**src/rtl/game_sequencer.sv**
```systemverilog
// game_sequencer: top-level game flow controller.
// Walks the player through title, play, and the event screens: died,
// level-up, world-up, game over and win. It also drives the lives LEDs,
// the tune selection and the object-reset mux.
// Every output is a register, so an input sampled in cycle N shows on the
// outputs in cycle N+1.
// Optional feature: define GAME_CHEAT_SKIP_EN to add the cheat_skip input.
// A rising edge on cheat_skip during play counts as a level completion.
module game_sequencer #(
    parameter int NUM_WORLDS       = 3,
    parameter int LEVELS_PER_WORLD = 4,
    parameter int MAX_LIVES        = 5,
    parameter int LVL_W            = 3,
    parameter int WLD_W            = 3
) (
    input  logic                 clk,
    input  logic                 rst,
    input  logic                 continue_btn,
    input  logic                 start_btn,
    input  logic                 player_dead,
    input  logic                 level_complete,
    input  logic                 seq_end,
`ifdef GAME_CHEAT_SKIP_EN
    input  logic                 cheat_skip,
`endif
    output logic [LVL_W-1:0]     level,
    output logic [WLD_W-1:0]     world,
    output logic [2:0]           screen,
    output logic [MAX_LIVES-1:0] lives,
    output logic                 player_disable,
    output logic                 reset_select,
    output logic [2:0]           audio_select,
    output logic                 audio_enable
);

    // Screen codes shown on the display
    localparam logic [2:0] SCR_TITLE = 3'd0;
    localparam logic [2:0] SCR_PLAY  = 3'd1;
    localparam logic [2:0] SCR_LOSE  = 3'd2;
    localparam logic [2:0] SCR_WIN   = 3'd3;
    localparam logic [2:0] SCR_LVL   = 3'd4;
    localparam logic [2:0] SCR_WLD   = 3'd5;
    localparam logic [2:0] SCR_DIED  = 3'd6;

    // Tune codes for the audio player
    localparam logic [2:0] AUD_NONE  = 3'd0;
    localparam logic [2:0] AUD_DEATH = 3'd1;
    localparam logic [2:0] AUD_LEVEL = 3'd2;
    localparam logic [2:0] AUD_WORLD = 3'd3;
    localparam logic [2:0] AUD_OVER  = 3'd4;
    localparam logic [2:0] AUD_WIN   = 3'd5;

    localparam logic [LVL_W-1:0] LAST_LEVEL = LVL_W'(LEVELS_PER_WORLD - 1);
    localparam logic [WLD_W-1:0] LAST_WORLD = WLD_W'(NUM_WORLDS - 1);

    typedef enum logic [2:0] {
        S_TITLE,
        S_PLAY,
        S_DIED,
        S_LVL_UP,
        S_WLD_UP,
        S_GAMEOVER,
        S_WIN
    } state_t;

    state_t                 r_state;
    // In an event state: 1 while the tune plays, 0 while waiting for continue
    logic                   r_tune;
    logic [LVL_W-1:0]       r_level;
    logic [WLD_W-1:0]       r_world;
    logic [MAX_LIVES-1:0]   r_lives;
    logic [2:0]             r_screen;
    logic                   r_player_disable;
    logic                   r_reset_select;
    logic [2:0]             r_audio_select;
    logic                   r_audio_enable;

    // The lives bus is a thermometer code, so losing a life is a right shift.
    // The shifted value is all zeros exactly when the last life has gone.
    logic [MAX_LIVES-1:0]   w_lives_dec;
    logic                   w_last_life;
    logic                   w_complete;

    assign w_lives_dec = r_lives >> 1;
    assign w_last_life = (w_lives_dec == '0);

`ifdef GAME_CHEAT_SKIP_EN
    logic r_cheat_prev;

    // Remember last cycle's cheat_skip level, so only its rising edge counts
    always_ff @(posedge clk) begin
        if (rst) begin
            r_cheat_prev <= 1'b0;
        end else begin
            r_cheat_prev <= cheat_skip;
        end
    end

    assign w_complete = level_complete | (cheat_skip & ~r_cheat_prev);
`else
    assign w_complete = level_complete;
`endif

    // Game flow FSM; every output is loaded in the same cycle as its state change
    always_ff @(posedge clk) begin
        if (rst) begin
            r_state          <= S_TITLE;
            r_tune           <= 1'b0;
            r_level          <= '0;
            r_world          <= '0;
            r_lives          <= '1;
            r_screen         <= SCR_TITLE;
            r_player_disable <= 1'b1;
            r_reset_select   <= 1'b1;
            r_audio_enable   <= 1'b0;
            r_audio_select   <= AUD_NONE;
        end else begin
            case (r_state)
                S_TITLE: begin
                    if (start_btn) begin
                        r_state          <= S_PLAY;
                        r_level          <= '0;
                        r_world          <= '0;
                        r_lives          <= '1;
                        r_screen         <= SCR_PLAY;
                        r_player_disable <= 1'b0;
                        r_reset_select   <= 1'b1;
                        r_audio_enable   <= 1'b0;
                        r_audio_select   <= AUD_NONE;
                    end
                end

                S_PLAY: begin
                    // Release the object-reset pulse after the first play cycle
                    r_reset_select <= 1'b0;
                    if (player_dead) begin
                        // A death takes precedence over a completion in the same cycle
                        r_lives          <= w_lives_dec;
                        r_player_disable <= 1'b1;
                        r_tune           <= 1'b1;
                        r_audio_enable   <= 1'b1;
                        if (w_last_life) begin
                            r_state        <= S_GAMEOVER;
                            r_screen       <= SCR_LOSE;
                            r_audio_select <= AUD_OVER;
                            r_reset_select <= 1'b1;
                        end else begin
                            r_state        <= S_DIED;
                            r_screen       <= SCR_DIED;
                            r_audio_select <= AUD_DEATH;
                        end
                    end else if (w_complete) begin
                        r_player_disable <= 1'b1;
                        r_tune           <= 1'b1;
                        r_audio_enable   <= 1'b1;
                        if (r_level == LAST_LEVEL && r_world == LAST_WORLD) begin
                            r_state        <= S_WIN;
                            r_screen       <= SCR_WIN;
                            r_audio_select <= AUD_WIN;
                            r_reset_select <= 1'b1;
                        end else if (r_level == LAST_LEVEL) begin
                            r_state        <= S_WLD_UP;
                            r_screen       <= SCR_WLD;
                            r_audio_select <= AUD_WORLD;
                        end else begin
                            r_state        <= S_LVL_UP;
                            r_screen       <= SCR_LVL;
                            r_audio_select <= AUD_LEVEL;
                        end
                    end
                end

                default: begin
                    // Event states: continue is only honoured after the tune ends.
                    // A continue in the same cycle as seq_end is therefore dropped.
                    if (r_tune) begin
                        if (seq_end) begin
                            r_tune         <= 1'b0;
                            r_audio_enable <= 1'b0;
                        end
                    end else if (continue_btn) begin
                        r_audio_enable <= 1'b0;
                        r_audio_select <= AUD_NONE;
                        if (r_state == S_GAMEOVER || r_state == S_WIN) begin
                            r_state          <= S_TITLE;
                            r_screen         <= SCR_TITLE;
                            r_player_disable <= 1'b1;
                            r_reset_select   <= 1'b1;
                        end else begin
                            r_state          <= S_PLAY;
                            r_screen         <= SCR_PLAY;
                            r_player_disable <= 1'b0;
                            r_reset_select   <= 1'b1;
                            if (r_state == S_LVL_UP) begin
                                r_level <= r_level + LVL_W'(1);
                            end else if (r_state == S_WLD_UP) begin
                                r_world <= r_world + WLD_W'(1);
                                r_level <= '0;
                            end
                        end
                    end
                end
            endcase
        end
    end

    assign level          = r_level;
    assign world          = r_world;
    assign screen         = r_screen;
    assign lives          = r_lives;
    assign player_disable = r_player_disable;
    assign reset_select   = r_reset_select;
    assign audio_select   = r_audio_select;
    assign audio_enable   = r_audio_enable;

endmodule

```
**config.mk**
```make
export PLATFORM = sky130hd
export DESIGN_NAME = game_sequencer
export DESIGN_NICKNAME = d
export VERILOG_FILES = /design/src/rtl/game_sequencer.sv
export SDC_FILE = /design/constraint.sdc
export NUM_CORES = 1
export LEC_CHECK = 0
export ABC_AREA = 1
export CORE_AREA = 2 2 55 67
export CTS_BUF_LIST = sky130_fd_sc_hd__clkbuf_4
export CTS_CLUSTER_DIAMETER = 60
export DETAILED_ROUTE_END_ITERATION = 6
export DIE_AREA = 0 0 57 69
export GPL_TIMING_DRIVEN = 0
export SLEW_MARGIN = 30
export SYNTH_ARGS = -nofsm -noshare
export SYNTH_HDL_FRONTEND = slang
export SYNTH_SLANG_ARGS = --single-unit
```
**constraint.sdc**
```tcl
create_clock -name clk -period 3.3 [get_ports clk]
set_input_delay 0.33 -clock clk [delete_from_list [all_inputs] [get_ports clk]]
set_output_delay 0.33 -clock clk [all_outputs]
set_load 0.005 [all_outputs]
```
== Yosys cells after proc, flatten, opt, wreduce, memory -nomap -nowiden ==
Index checks and enable logic that the tools add are counted.
Storage, ports and cells
  register bits after elaboration: 24
  bits in latches: 0
  bits in writable memories: 0
  bits in read-only memories: 0
  input port bits: 7
  output and inout port bits: 20
  word-level logic and storage cells: 108
  memories: 0
Operators by class
  $add $sub $neg: 2
  multiply operators: 0
  div/mod/pow operators: 0
  $lt $le $gt $ge: 0
  equality and inequality tests: 15
  shifts and indexed selects: 0
  multiplexer cells: 62
  bitwise operators: 2
  reductions and logical operators: 17
Operators by type and width (count)
  two-way mux 3 bit: 29
  case mux 3 bit (2 select lines): 5
  two-way mux 1 bit: 21
  two-way mux 5 bit: 2
  case mux 5 bit (2 select lines): 1
  equality test 3 x 2 -> 1 bit, second input constant: 3
  equality test 3 bit, second input constant: 3
  case mux 1 bit (2 select lines): 4
  AND reduction 4 bit: 2
  AND reduction 7 bit: 1
  adder 3 x 1 -> 3 bit, second input constant: 2
  inequality test 2 x 1 -> 1 bit, second input constant: 3
  AND reduction 3 bit: 2
  AND reduction 6 bit: 1
  nonzero test 2 bit: 3
  nonzero test 3 bit: 2
  logical NOT 5 bit: 1
  inequality test 2 bit, second input constant: 2
  inequality test 4 x 2 -> 1 bit, second input constant: 1
  nonzero test 4 bit: 1
  equality test 3 x 1 -> 1 bit, second input constant: 1
  logical NOT 3 bit: 1
  inequality test 3 x 1 -> 1 bit, second input constant: 1
  inequality test 3 bit, second input constant: 1
  other kinds (4): 5

== Depth between registers and ports, before layout ==
  depth in word-level cells: 7
  mapped depth: 9
  mapped depth without buffers: 9

== Least setup slack after synthesis ==
Ideal clock, no wire load.
  kind: flip-flop to flip-flop
  start: register r_level[0] (netlist: level[0])
  end: register r_level[2] (netlist: level[2])
  library setup time: 0.064 ns
  arrival time: 1.215 ns
  required time: 3.236 ns
  setup slack: 2.021 ns
  cell stages (with the launch flop): 7
  path buffers: 0
  clock period less this slack: 1.279 ns
  cells stage by stage: dfxtp_1 > ha_1 > ha_1 > or2_2 > nand2_1 > nand2_1 > nor2_1
On the way
  word-level cells in the longest chain between the ends: 6
RTL lines
  from (decl): RTL line 69  | logic [LVL_W-1:0] r_level;
  from (signal assigned): RTL line 195  | r_level <= r_level + LVL_W'(1);
  adder 3 x 1 -> 3 bit: RTL line 195
  two-way mux 3 bit: RTL line 194  | if (r_state == S_LVL_UP) begin
  two-way mux 3 bit: RTL line 184  | if (r_state == S_GAMEOVER || r_state == S_WIN) begin
  two-way mux 3 bit: RTL line 181  | end else if (continue_btn) begin
  two-way mux 3 bit: RTL line 176  | if (r_tune) begin
  case mux 3 bit (2 select lines): RTL line 118  | case (r_state)
Every way passes these cells. The select of a mux whose other input is x is not followed.
A chain may end at the register's enable or synchronous reset.

== Worst setup path after layout ==
  start: register r_world[1] (netlist: world[1])
  end: output port world[1]
RTL lines
  from (decl): RTL line 70  | logic [WLD_W-1:0] r_world;
  from (signal assigned): RTL line 197  | r_world <= r_world + WLD_W'(1);
  to (decl): RTL line 27  | output logic [WLD_W-1:0] world,
No word-level cell between the ends.

==> results_dict.tcl <==
set metrics [dict create \
    finish.net_count 236 \
    rsz0062_at_grt "false" \
    crit_path_max_fanout 4 \
    final_common_cell "nand2_1" \
    syn_avg_cell_area_sq_um 6.56 \
    finalHoldViolCount 0 \
    fp.dieArea_sq_mm 0.00393 \
    ff2ff_path_depth 7 \
    hold_start "player_disable$_SDFFE_PP1P_" \
    grt_max_degree 14 \
    r2r_start "level[0]$_SDFFE_PP0P_" \
    slew_viol_final 0 \
    grt_use_total 0.154 \
    dieWidth_um 57 \
    cts_resized 0 \
    period_needed_ns 1.59 \
    place_hpwl_mm 2.28 \
    p_per_area_mw_per_mm2 1000 \
    min_period_over_period 0.483 \
    cts.sinks 24 \
    ys_ff_latch 24 \
    yosys_warnings 0 \
    floorplan.initialDensity 0.388 \
    whs_path_depth 2 \
    place_congestion 0.840 \
    cp_num_buf_inv 1 \
    fin_area_sq_mm 0.00161 \
    max_slew_margin 0.716 \
    antennaDiodeCount 0 \
    startpoint_type "flop" \
    drtAntennaViolNets 0 \
    setup_viol 0 \
    outcome "finished, final reports clean" \
    postSynthCellCount 194 \
    cts_htree_levels 1 \
    reg2reg_to "audio_select[1]$_SDFFE_PP0P_" \
    globalRouteOverflowTotal 0 \
    routed_wl_mm 2.84 \
    regToRegSetupSlack_ns 1.82 \
    clock_path_buffers 2 \
    cts_buffers 3 \
    worst_skew_pair.late_latency_ns 0.32 \
    crit_path_end_kind "output port" \
    cts_tree "yes" \
    hold_buffers 0 \
    grt_pass1_vias 1220 \
    clock_skew_ns 0.00193 \
    drc_errors 0 \
    postCtsSetupBuffers 0 \
    grt_pass1_wl_mm 5.00 \
    crit_path_max_incr_delay_ns 0.53 \
    ios 27 \
    path_cells "clkdlybuf4s50_1" \
    irDropWorstVdd_mv 0.452 \
    synth_fp_nets 205 \
    post_dp_cell_area_sq_mm 0.00158 \
    max-cap-violations 0 \
    antenna_found_initial 0 \
    synth_cell_types 22 \
    required_ns 2.97 \
    min_to "player_disable$_SDFFE_PP1P_" \
    critPathKind "reg2out" \
    yosysSeqAreaShare 0.378 \
    drtIter0Drc 35 \
    cp_slowest_cell "clkdlybuf4s50_1" \
    hold_path.class "reg2reg" \
    fin_tns_setup_ns 0 \
    io_buffer_count 26 \
    critPathArrivalTime_ns 1.26 \
    fmax_ghz 0.627 \
    power.leakage_nw 0.772 \
    clkTransAtPathRegs_ns 0.13 \
    layout-drive-gt1-share 0.0938 \
    cts_root_buffer "clkbuf_4" \
    core_area_sq_mm 0.00328 \
    syn_area_sq_mm 0.00127 \
    routedWlPerCell_um 10.9 \
    std_cell_rows 23 \
    routed_via_density 4.90 \
    first_pass_iters 4 \
    cp_top_family "buffers and inverters" \
    layout_common_cells "nand2_1 (62), clkdlybuf4s50_1 (26), inv_1 (24), dfxtp_1 (24), nor2_1 (19)" \
    areaGrowthSynthToFinish_pct 26.2 \
    worst_slew_pin_slew_ns 0.426 \
    vias 1278 \
    die_h_um 69 \
]
## area by class of cell
type                       instances  area (sq um)
buffer                             3          15.0
sequential                        24           480
multi-input combinational        138           668
fill                             365          1680
tap                               37          46.3
clock inverter                     1          3.75
clock buffer                       3          22.5
timing repair buffer              26           260
inverter                          29           109
## state kept, by name, summed over array words and instances (netlist names)
signal / cells
lives: 5
audio_select: 3
world: 3
reset_select: 1
player_disable: 1
r_tune: 1
r_state: 3
level: 3
screen: 3
audio_enable: 1
## where the power goes
group / switching (W) / internal [W]
registers: 0.000108 / 0.000410
clock network: 0.0000907 / 0.0000444
logic: 0.000540 / 0.000418
## synthesized netlist by cell type (all sizes together)
cell,instances,area [sq um]
nand4,3,18.8
nand2,65,251
xnor2,1,8.76
a31oi,1,6.26
ha,4,50.1
or2,2,12.5
o21ai,11,55.1
inv,29,109
buf,1,7.51
a21oi,8,47.6
nor2,22,100
dfxtp,24,480
nand3,20,110
o21a,1,7.51
clkbuf,2,7.51
## cell families after synthesis
family / after synthesis / share of synthesized area
adder cells (fa/ha/maj): 4 / 0.0393
flip-flops: 24 / 0.378
AO/OA/AOI/OAI: 21 / 0.0915
XOR/XNOR: 1 / 0.00688
AND/OR/NAND/NOR: 112 / 0.387
buffers and inverters: 32 / 0.0974
## per-layer routing
| metal | share of wire | routed length [um] | vias to the layer above | GRT usage |
|---|---|---|---|---|
| met3 | 0.038 | 108 | 5 | 0.0206 |
| met5 | 0 | 0 | - | 0 |
| met1 | 0.45 | 1280 | 588 | 0.189 |
| li1 | - | - | 664 | - |
| met2 | 0.50 | 1410 | 21 | 0.267 |
| met4 | 0.017 | 47 | 0 | 0.0594 |
## worst min-delay path: stages (launching register included)
cell     delay (ns)
dfxtp_1        0.34
nand2_1        0.06
nand2_1        0.05
## how the worst max path moves through the flow
stage,from,endpoint,cells after the start
6_report,world[1]$_SDFFE_PP0P_,world[1],1
5_1_grt,level[0]$_SDFFE_PP0P_,audio_select[1]$_SDFFE_PP0P_,7
4_1_cts,world[1]$_SDFFE_PP0P_,world[1],1
3_5_place_dp,player_dead,player_disable$_SDFFE_PP1P_,8
3_3_place_gp,player_dead,player_disable$_SDFFE_PP1P_,8
2_1_floorplan,level[0]$_SDFFE_PP0P_,level[2]$_SDFFE_PP0P_,6
## through the flow
step,total power [W],util,std cells,hold WS (ns),setup slack [ns]
3_3_place_gp,0.00147,0.481,257,0.444,1.54
2_1_floorplan,0.00115,-,194,0.446,2.02
4_1_cts,0.00163,0.489,261,0.475,1.70
3_5_place_dp,0.00149,0.481,257,0.454,1.51
6_report,0.00161,0.489,261,0.475,1.71
5_1_grt,0.00179,0.489,261,0.495,1.61
Note: power is estimated with default switching activity, not from simulation.
